File: config.mk
export PLATFORM = sky130hd
export DESIGN_NAME = toplayici_hakemi_flat
export DESIGN_NICKNAME = d
export VERILOG_FILES = /design/src/rtl/toplayici_hakemi_if.sv /design/src/rtl/toplayici_hakemi.sv /design/src/flat_wrapper.sv
export SDC_FILE = /design/constraint.sdc
export NUM_CORES = 1
export LEC_CHECK = 0
export ABC_CLOCK_PERIOD_IN_PS = 4000
export CAP_MARGIN = 40
export CORE_UTILIZATION = 48
export DETAILED_ROUTE_END_ITERATION = 6
export PLACE_DENSITY_LB_ADDON = 0.25
export SYNTH_ARGS = -nofsm -noshare
export SYNTH_HDL_FRONTEND = slang
export SYNTH_SLANG_ARGS = --single-unit
File: constraint.sdc
create_clock -name clk_i -period 4 [get_ports clk_i]
set_input_delay 1 -clock clk_i [delete_from_list [all_inputs] [get_ports clk_i]]
set_output_delay 1 -clock clk_i [all_outputs]
set_load 0.005 [all_outputs]
File: src/rtl/toplayici_hakemi_if.sv
// Request/result handshake bundle for the two-requester shared adder arbiter.
// Slave side is the arbiter; master side is the requester pair.
interface toplayici_hakemi_if #(
    parameter int unsigned BIT = 32
);
    logic [1:0]       istek_gecerli_i;
    logic [1:0]       istek_hazir_o;
    logic [2*BIT-1:0] istek_a_i;
    logic [2*BIT-1:0] istek_b_i;
    logic [1:0]       istek_islem_i;
    logic [1:0]       sonuc_gecerli_o;
    logic [1:0]       sonuc_hazir_i;
    logic [BIT-1:0]   sonuc_o;
    logic             tasma_o;

    modport slave (
        input  istek_gecerli_i,
        input  istek_a_i,
        input  istek_b_i,
        input  istek_islem_i,
        input  sonuc_hazir_i,
        output istek_hazir_o,
        output sonuc_gecerli_o,
        output sonuc_o,
        output tasma_o
    );

    modport master (
        output istek_gecerli_i,
        output istek_a_i,
        output istek_b_i,
        output istek_islem_i,
        output sonuc_hazir_i,
        input  istek_hazir_o,
        input  sonuc_gecerli_o,
        input  sonuc_o,
        input  tasma_o
    );
endinterface

File: src/rtl/toplayici_hakemi.sv
// Round-robin arbiter sharing one carry-lookahead add/subtract unit between two requesters.
// Parallel-prefix adder lives in this file alongside the arbiter that owns it.

module carry_lookahead_toplayici #(
    parameter int unsigned BIT = 32
) (
    input  logic [BIT-1:0] a_i,
    input  logic [BIT-1:0] b_i,
    input  logic           cin_i,
    output logic [BIT-1:0] sum_o
);
    localparam int unsigned Levels = $clog2(BIT);

    logic [BIT-1:0] p;
    logic [BIT-1:0] g;
    logic [BIT-1:0] carry;

    assign p = a_i ^ b_i;
    assign g = a_i & b_i;

    // Kogge-Stone prefix; carry-in occupies position 0 so gv[i] ends up as the carry into bit i.
    always_comb begin
        logic [BIT-1:0] gv;
        logic [BIT-1:0] pv;
        logic [BIT-1:0] gn;
        logic [BIT-1:0] pn;
        gv = {g[BIT-2:0], cin_i};
        pv = {p[BIT-2:0], 1'b0};
        gn = gv;
        pn = pv;
        for (int l = 0; l < int'(Levels); l++) begin
            gn = gv;
            pn = pv;
            for (int i = (1 << l); i < int'(BIT); i++) begin
                gn[i] = gv[i] | (pv[i] & gv[i - (1 << l)]);
                pn[i] = pv[i] & pv[i - (1 << l)];
            end
            gv = gn;
            pv = pn;
        end
        carry = gv;
    end

    assign sum_o = p ^ carry;
endmodule

module toplayici_hakemi #(
    parameter int unsigned BIT = 32
) (
    input logic               clk_i,
    input logic               rst_ni,
    toplayici_hakemi_if.slave hakem
);
    typedef enum logic [1:0] {StBosta, StHesapla, StSonuc} durum_e;

    durum_e         durum_q;
    logic           oncelik_q;
    logic           sahip_q;
    logic           islem_q;
    logic [BIT-1:0] a_q;
    logic [BIT-1:0] b_q;
    logic [BIT-1:0] sonuc_q;
    logic           tasma_q;
    logic [1:0]     sonuc_gecerli_q;

    logic [1:0]     hazir;
    logic [BIT-1:0] b_eff;
    logic [BIT-1:0] toplam;
    logic           tasma;

    // Grant is combinational so a lone requester is accepted in the cycle it raises valid.
    always_comb begin
        hazir = 2'b00;
        if (rst_ni && durum_q == StBosta) begin
            unique case (hakem.istek_gecerli_i)
                2'b01:   hazir = 2'b01;
                2'b10:   hazir = 2'b10;
                2'b11:   hazir = oncelik_q ? 2'b10 : 2'b01;
                default: hazir = 2'b00;
            endcase
        end
    end

    assign b_eff = islem_q ? ~b_q : b_q;

    carry_lookahead_toplayici #(
        .BIT(BIT)
    ) u_toplayici (
        .a_i  (a_q),
        .b_i  (b_eff),
        .cin_i(islem_q),
        .sum_o(toplam)
    );

    // Overflow uses the true operand B sign, not the inverted one fed to the adder.
    always_comb begin
        if (islem_q) begin
            tasma = (a_q[BIT-1] != b_q[BIT-1]) && (toplam[BIT-1] != a_q[BIT-1]);
        end else begin
            tasma = (a_q[BIT-1] == b_q[BIT-1]) && (toplam[BIT-1] != a_q[BIT-1]);
        end
    end

    always_ff @(posedge clk_i or negedge rst_ni) begin
        if (!rst_ni) begin
            durum_q         <= StBosta;
            oncelik_q       <= 1'b0;
            sahip_q         <= 1'b0;
            islem_q         <= 1'b0;
            a_q             <= '0;
            b_q             <= '0;
            sonuc_q         <= '0;
            tasma_q         <= 1'b0;
            sonuc_gecerli_q <= 2'b00;
        end else begin
            unique case (durum_q)
                StBosta: begin
                    if (hazir != 2'b00) begin
                        a_q       <= hazir[1] ? hakem.istek_a_i[BIT +: BIT] : hakem.istek_a_i[0 +: BIT];
                        b_q       <= hazir[1] ? hakem.istek_b_i[BIT +: BIT] : hakem.istek_b_i[0 +: BIT];
                        islem_q   <= hakem.istek_islem_i[hazir[1]];
                        sahip_q   <= hazir[1];
                        oncelik_q <= ~hazir[1];
                        durum_q   <= StHesapla;
                    end
                end
                StHesapla: begin
                    sonuc_q         <= toplam;
                    tasma_q         <= tasma;
                    sonuc_gecerli_q <= sahip_q ? 2'b10 : 2'b01;
                    durum_q         <= StSonuc;
                end
                StSonuc: begin
                    if (hakem.sonuc_hazir_i[sahip_q]) begin
                        sonuc_gecerli_q <= 2'b00;
                        durum_q         <= StBosta;
                    end
                end
                default: durum_q <= StBosta;
            endcase
        end
    end

    assign hakem.istek_hazir_o   = hazir;
    assign hakem.sonuc_gecerli_o = sonuc_gecerli_q;
    assign hakem.sonuc_o         = sonuc_q;
    assign hakem.tasma_o         = tasma_q;
endmodule

File: src/flat_wrapper.sv
// flat-port wrapper written by rule: the top's interface ports become plain ports
module toplayici_hakemi_flat 
#(
    parameter int unsigned BIT = 32
)
  (clk_i, rst_ni, hakem_istek_gecerli_i, hakem_istek_a_i, hakem_istek_b_i, hakem_istek_islem_i, hakem_sonuc_hazir_i, hakem_istek_hazir_o, hakem_sonuc_gecerli_o, hakem_sonuc_o, hakem_tasma_o);
  toplayici_hakemi_if #(.BIT(BIT)) hakem_i ();
  input logic clk_i;
  input logic rst_ni;
  input wire logic [$bits(hakem_i.istek_gecerli_i)-1:0] hakem_istek_gecerli_i;
  input wire logic [$bits(hakem_i.istek_a_i)-1:0] hakem_istek_a_i;
  input wire logic [$bits(hakem_i.istek_b_i)-1:0] hakem_istek_b_i;
  input wire logic [$bits(hakem_i.istek_islem_i)-1:0] hakem_istek_islem_i;
  input wire logic [$bits(hakem_i.sonuc_hazir_i)-1:0] hakem_sonuc_hazir_i;
  output wire logic [$bits(hakem_i.istek_hazir_o)-1:0] hakem_istek_hazir_o;
  output wire logic [$bits(hakem_i.sonuc_gecerli_o)-1:0] hakem_sonuc_gecerli_o;
  output wire logic [$bits(hakem_i.sonuc_o)-1:0] hakem_sonuc_o;
  output wire logic [$bits(hakem_i.tasma_o)-1:0] hakem_tasma_o;
  assign hakem_i.istek_gecerli_i = hakem_istek_gecerli_i;
  assign hakem_i.istek_a_i = hakem_istek_a_i;
  assign hakem_i.istek_b_i = hakem_istek_b_i;
  assign hakem_i.istek_islem_i = hakem_istek_islem_i;
  assign hakem_i.sonuc_hazir_i = hakem_sonuc_hazir_i;
  assign hakem_istek_hazir_o = hakem_i.istek_hazir_o;
  assign hakem_sonuc_gecerli_o = hakem_i.sonuc_gecerli_o;
  assign hakem_sonuc_o = hakem_i.sonuc_o;
  assign hakem_tasma_o = hakem_i.tasma_o;
  toplayici_hakemi #(.BIT(BIT)) u_core (.clk_i(clk_i), .rst_ni(rst_ni), .hakem(hakem_i));
endmodule
==> impl_metrics.yaml <==
clock_tree:
  cts_buffers: 9
  insertion_delay_ns: 0.35
  hold_buffers: 0
  htreeDepth: 3
  cts_resized: 0
  clkSinkCount: 104
  cts_root_buf: "clkbuf_16"
  cts_tree: "built"
  postCtsSetupRepairBufs: 0
  cts.clk_slew.worst_paths_ns: 0.07
  clockBufferDepth: 2
logic_synthesis:
  synthFlopType: "dfrtp_1"
  synthesis.area_sq_um: 6570
  netlist_instances: 752
  synth_top_family_by_area: "compound AO/OA/AOI/OAI gates"
  yosysWarningCount: 0
  synth_fa_ha_area_share_pct: 5.91
  synthXorXnorAreaFrac_pct: 7.47
  ys_seq_area_share_pct: 39.6
  yosys.area_share.simple_pct: 17.0
  synth_area_leaders: "dfrtp_1, nand2_1, ha_1, xor2_1, o21ai_0"
  ys_async_sr_fraction_pct: 100
  synth_cell_types: 66
  muxShareOfSynthArea_pct: 4.95
  synthesis.nets: 919
  synth_edf_count: 0
  synth_top_cell_by_area: "dfrtp_1"
  synth_top_area_share_pct: 39.6
  synth_compound_area_share_pct: 21.8
  avgSynthCellArea_sq_um: 8.73
  ys_ff_latch: 104
setup_path:
  r2r_setup_slack_ns: 0.73
  crit_path_max_fanout: 21
  critPathArrivalTime_ns: 3.56
  cp-end-kind: "flop"
  cp-start-kind: "flop"
  critPathRequiredTime_ns: 4.29
  critical_path_class: "flop to flop"
global_route:
  grtUsageTotal_pct: 27.5
  grt_pass1_wl_um: 30400
  grt-ovfl-total: 0
  grt_pass1_vias: 6038
  grt_max_degree: 94
  grt_antenna_before_repair: 1
floorplan:
  core_sq_um: 13300
  start_util_pct: 49.4
  fp-row-count: 42
  die_h_um: 119
  dieArea_sq_um: 14200
  fp.dieW_um: 119
  pin_count: 173
flow_run:
  cap_violations: 0
cells_and_area:
  nFillCells: 1122
  nNetsFinal: 1071
  n_antenna_cell: 0
  final_common_cell: "clkdlybuf4s50_1"
  area_growth_pct: 32.7
  drive_gt1_share_pct: 5.17
  final_cell_mix: "clkdlybuf4s50_1, nand2_1, dfrtp_1"
  final_cell_area_sq_um: 8710
timing:
  hold_viol: 0
  tns_ns: 0
  rsz0062_at_grt: "no"
  worst_pin_slew_ns: 0.872
  finalSetupViolCount: 0
  final-max-slew-violation-count: 0
  fin_worst_skew_ns: 0.00859
  period_share_pct: 81.7
  fmax_ghz: 0.306
  slew_headroom_pct: 41.9
  timing.final.crit_period_ns: 3.27
route:
  drc: 0
  initialDrtViolationCount: 346
  wire_per_inst_um: 17.3
  ant_nets: 0
  wirelength_um: 18800
  drtPass1Iterations: 5
  dr_total_vias: 6094
  viasPerCell: 5.62
placed_design:
  place_hpwl_um: 14800
  gp_congestion: 0.876
  port_buffers: 172
  placed_area_sq_um: 8430
power_and_ir_drop:
  leakage_nw: 4.01
  irDropWorstVdd_uv: 483
  power_density_nw_per_um2: 1030
status:
  status: "finished, final reports clean"
hold_path:
  hold_path.class: "flop to flop"
## cell type report
type | count | area [sq um] | area share, %
clock inverter | 5 | 41.3 | 0.474
multi-input combinational | 596 | 3760 | 43.2
timing repair buffer | 184 | 1810 | 20.8
clock buffer | 11 | 243 | 2.79
inverter | 9 | 33.8 | 0.388
tap | 176 | 220 | 2.53
sequential | 104 | 2600 | 29.9
## worst paths after layout
path / start / endpoint / cells after the start
max: u_core.islem_q$_DFFE_PN0P_ / u_core.hakem.sonuc_o[26]$_DFFE_PN0P_ / 10
max in group asynchronous: rst_ni / u_core.islem_q$_DFFE_PN0P_ / 3
min: u_core.hakem.sonuc_o[23]$_DFFE_PN0P_ / u_core.hakem.sonuc_o[23]$_DFFE_PN0P_ / 2
min in group asynchronous: rst_ni / u_core.hakem.sonuc_gecerli_o[1]$_DFFE_PN0P_ / 2
max reg2reg: u_core.islem_q$_DFFE_PN0P_ / u_core.hakem.sonuc_o[26]$_DFFE_PN0P_ / 10
min reg2reg: u_core.hakem.sonuc_o[23]$_DFFE_PN0P_ / u_core.hakem.sonuc_o[23]$_DFFE_PN0P_ / 2
## per-stage QoR
step	instances	hold slack (ns)	util (%)	power (W)	setup slack, ns
6_report	1085	0.479	65.5	0.00896	0.731
4_1_cts	1085	0.484	65.5	0.00894	0.728
5_1_grt	1085	0.509	65.5	0.00970	0.543
2_1_floorplan	752	0.450	-	0.00612	1.03
3_3_place_gp	1069	0.461	63.4	0.00792	0.758
3_5_place_dp	1069	0.469	63.4	0.00803	0.754
## synth_stat cells, drive strengths merged (2+ instances only)
cell type and instances:
buf 11, a31oi 3, a21boi 2, o311ai 3
nand2 168, o21ai 74, o31ai 4, nand2b 5
inv 8, and2 2, a211o 2, a221oi 3
nor3 10, or4 2, dfrtp 104, nand3 9
o22ai 2, nand4 11, or2 3, a21o 14
o21a 4, a211oi 4, or3 3, clkbuf 32
a311oi 2, nor2 31, and3 5, o211ai 4
a22oi 42, xnor2 15, ha 31, a41oi 2
a21oi 38, xor2 41, o21bai 5, nor2b 4
mux2i 31
## registers in the layout, summed over array words and instances, names as in the netlist
name,count
u_core.oncelik_q,1
u_core.hakem.sonuc_gecerli_o,2
u_core.durum_q,2
u_core.hakem.sonuc_o,32
u_core.b_q,32
u_core.sahip_q,1
u_core.a_q,32
u_core.hakem.tasma_o,1
u_core.islem_q,1
## logic make-up after synthesis
kind of cell               after synthesis
xor gates and xnor gates                56
adders and majority gates               31
DFF                                    104
muxes                                   32
and+or+nand+nor                        258
buffers and inverters                   52
AOI/OAI and AO/OA                      219
## critical path, stage by stage, from the launching register on
cell and delay [ns]:
dfrtp_2 0.73, buf_4 0.38, xor2_1 0.11, ha_1 0.45, nand2_1 0.14, o21ai_0 0.25, nor3_1 0.07, a31oi_1 0.33
a21oi_1 0.21, or4_1 0.43, nand3_1 0.09
## report_power, final
| part | internal (W) | switching (W) | leakage (nW) |
|---|---|---|---|
| logic | 0.00252 | 0.00360 | 2.59 |
| registers | 0.00157 | 0.000427 | 1.28 |
| clock network | 0.000445 | 0.000396 | 0.138 |
| total | 0.00453 | 0.00443 | 4.01 |
## layer usage
metal | track usage (%) | up-vias | share of wire [%]
met2 | 43.5 | 179 | 46
met4 | 9.18 | 2 | 2.1
met3 | 5.60 | 26 | 5.0
met1 | 37.5 | 2902 | 47
li1 | - | 2985 | -
met5 | 0 | - | 0.069
(Power assumes the default switching activity.)
==> variant (same settings) <==
Reset style: synchronous (`rst_ni`), changed in one clocked block.
--- a/src/rtl/toplayici_hakemi.sv
+++ b/src/rtl/toplayici_hakemi.sv
@@ -103,3 +103,3 @@
 
-    always_ff @(posedge clk_i or negedge rst_ni) begin
+    always_ff @(posedge clk_i) begin
         if (!rst_ni) begin
Check against the original RTL: differs if rst_ni is asserted again (counterexample within 4 cycles, from zero or initial values and one cycle with rst_ni low); with rst_ni held inactive, the same outputs for 4 cycles.
==> variant against the original RTL <==
- final area down 4.3%
- worst hold slack worse by 0.029 ns
- synthesized cell count up 7.2%
- final cell count up 3.6%
- count of clock-buffer cells in the layout down 2
- synthesized area down 5.9%
- die area down 5.8%
- sequential cell count unchanged
- non-clock buffer count up 1
- setup slack worse by 0.32 ns
- wire length down 4.0%
- critical endpoint is now hakem_istek_hazir_o[0]
Power is not compared: it rests on default switching activity, and its combinational part moved more than twofold at a synthesized area within 25%.
==> variant: results (changes against the original RTL) <==
The run gives 0.00408 ns (-0.00451 ns) as the clock skew. The maximum fanout encountered on the critical timing path is 2 (-90%), and the largest stage delay on the critical path is 0.52 ns (-0.21 ns). The worst register-to-register path begins at u_core.islem_q$_SDFFE_PN0P_. The synthesized net count is 973 (+5.9%), and the post-DP HPWL is 13,400 um (-9.9%). For the violation count after the first detailed-routing iteration, the log shows 434 (+25%). The first-pass GRT wire length is 28,800 um (-5.3%). The number of gates resized after cts was 0 (unchanged).

The run finished with clean final reports. The tools report the leakage component of the power as 3.28 nW. The detailed-route wire length per cell works out to 16.0 um (-7.4%). The layout cell share with drive strength beyond 1 came out at 4.20% (-0.97 points).

In this run the worst setup path begins at rst_ni. For the number of vias in the routed layout, the log shows 6,365 (+4.4%). Capture instance of the worst register-to-register path: u_core.hakem.tasma_o$_SDFFE_PN0P_. The all-layer global routing usage was 27.6% (+0.11 points). The largest net degree at the start of global routing is 97 (+3.2%), and the number of distinct library cell variants in the gate-level netlist after synthesis is 58 (-12%). Ranked by total cell area, the synthesized netlist is headed by sky130_fd_sc_hd__dfxtp_1 (34%), sky130_fd_sc_hd__nand2_1 (10%), sky130_fd_sc_hd__a311oi_1 (7.1%). The transition at the pin with the smallest max-transition slack is 0.763 ns (-0.109 ns). By count the netlist is led by sky130_fd_sc_hd__nand2_1 (171), sky130_fd_sc_hd__dfxtp_1 (104), sky130_fd_sc_hd__nor2_1 (77).

The arrival time at the worst endpoint came out at 2.59 ns (-0.97 ns). The via count of the first global-routing pass was 5,770 (-4.4%); the final-stage net count was 1,114 (+4.0%). The kind of cell with the highest combined delay along the critical path is buffers and inverters. The logs give 1,106 (-1.4%) for the number of fillers in the final layout and 0 (unchanged) for the final antenna diode count. The number of antenna violations at the first check in global routing is 0 (-1).

In this run the worst setup path terminates at hakem_istek_hazir_o[0]. The run gives 33.7% (-5.9 points) as the fraction of the yosys area taken by sequential cells.
## variant: cell count changes after synthesis, sizes merged, moves of 29 or more
cell and delta:
dfrtp -104, o21ai -40, mux2i -29, dfxtp +104, nor2 +46, a311oi +48
## variant: cells by family after synthesis
family          synth area share [%]
fa+ha+maj                       6.28
xor+xnor                        7.23
flops                           33.7
simple gates                    22.5
mux                            0.324
compound gates                  25.8
buf+inv                         4.21
## variant: worst min path at each step
| stage | startpoint | endpoint | slack, ns | depth (start not counted) |
|---|---|---|---|---|
| finish | u_core.hakem.sonuc_o[4]$_SDFFE_PN0P_ | u_core.hakem.sonuc_o[4]$_SDFFE_PN0P_ | 0.45 | 2 |
| detailed placement | u_core.hakem.sonuc_o[4]$_SDFFE_PN0P_ | u_core.hakem.sonuc_o[4]$_SDFFE_PN0P_ | 0.44 | 2 |
| floorplan | u_core.a_q[10]$_SDFFE_PN0P_ | u_core.a_q[10]$_SDFFE_PN0P_ | 0.44 | 2 |
| global route | u_core.hakem.sonuc_o[1]$_SDFFE_PN0P_ | u_core.hakem.sonuc_o[1]$_SDFFE_PN0P_ | 0.47 | 2 |
| global placement | u_core.hakem.sonuc_o[6]$_SDFFE_PN0P_ | u_core.hakem.sonuc_o[6]$_SDFFE_PN0P_ | 0.44 | 2 |
| CTS | u_core.hakem.sonuc_o[4]$_SDFFE_PN0P_ | u_core.hakem.sonuc_o[4]$_SDFFE_PN0P_ | 0.45 | 2 |
## variant: area by class of cell
cell class | instances | area, um^2 | area share (%)
inverter | 11 | 41.3 | 0.495
clock buffer | 9 | 225 | 2.70
sequential | 104 | 2080 | 25.0
tap | 172 | 215 | 2.58
clock inverter | 7 | 53.8 | 0.645
timing repair buffer | 185 | 1870 | 22.4
multi-input combinational | 636 | 3860 | 46.2
## variant: power breakdown
group	internal (W)	switching (W)	total, W
Sequential	0.00114	0.0000757	0.00121
Combinational	0.000440	0.000512	0.000952
Clock	0.000428	0.000419	0.000847
## variant: per-layer routing
layer  track usage (%)  vias up  wire, um
li1                  -     3192         -
met1              40.5     2897      8700
met2              41.4      250      7640
met3              5.33       26      1410
met4              6.75        0       280
met5                 0        -         0
## variant: metrics by stage
| step | utilization, % | hold WS [ns] | instances | setup WS, ns | instance area [um^2] |
|---|---|---|---|---|---|
| floorplan | - | 0.440 | 806 | 0.960 | 6180 |
| global placement | 63.5 | 0.442 | 1104 | 0.414 | 7990 |
| detailed placement | 64.2 | 0.442 | 1108 | 0.413 | 8060 |
| CTS | 66.4 | 0.452 | 1124 | 0.403 | 8340 |
| global route | 66.4 | 0.475 | 1124 | 0.329 | 8340 |
| finish | 66.4 | 0.449 | 1124 | 0.407 | 8340 |
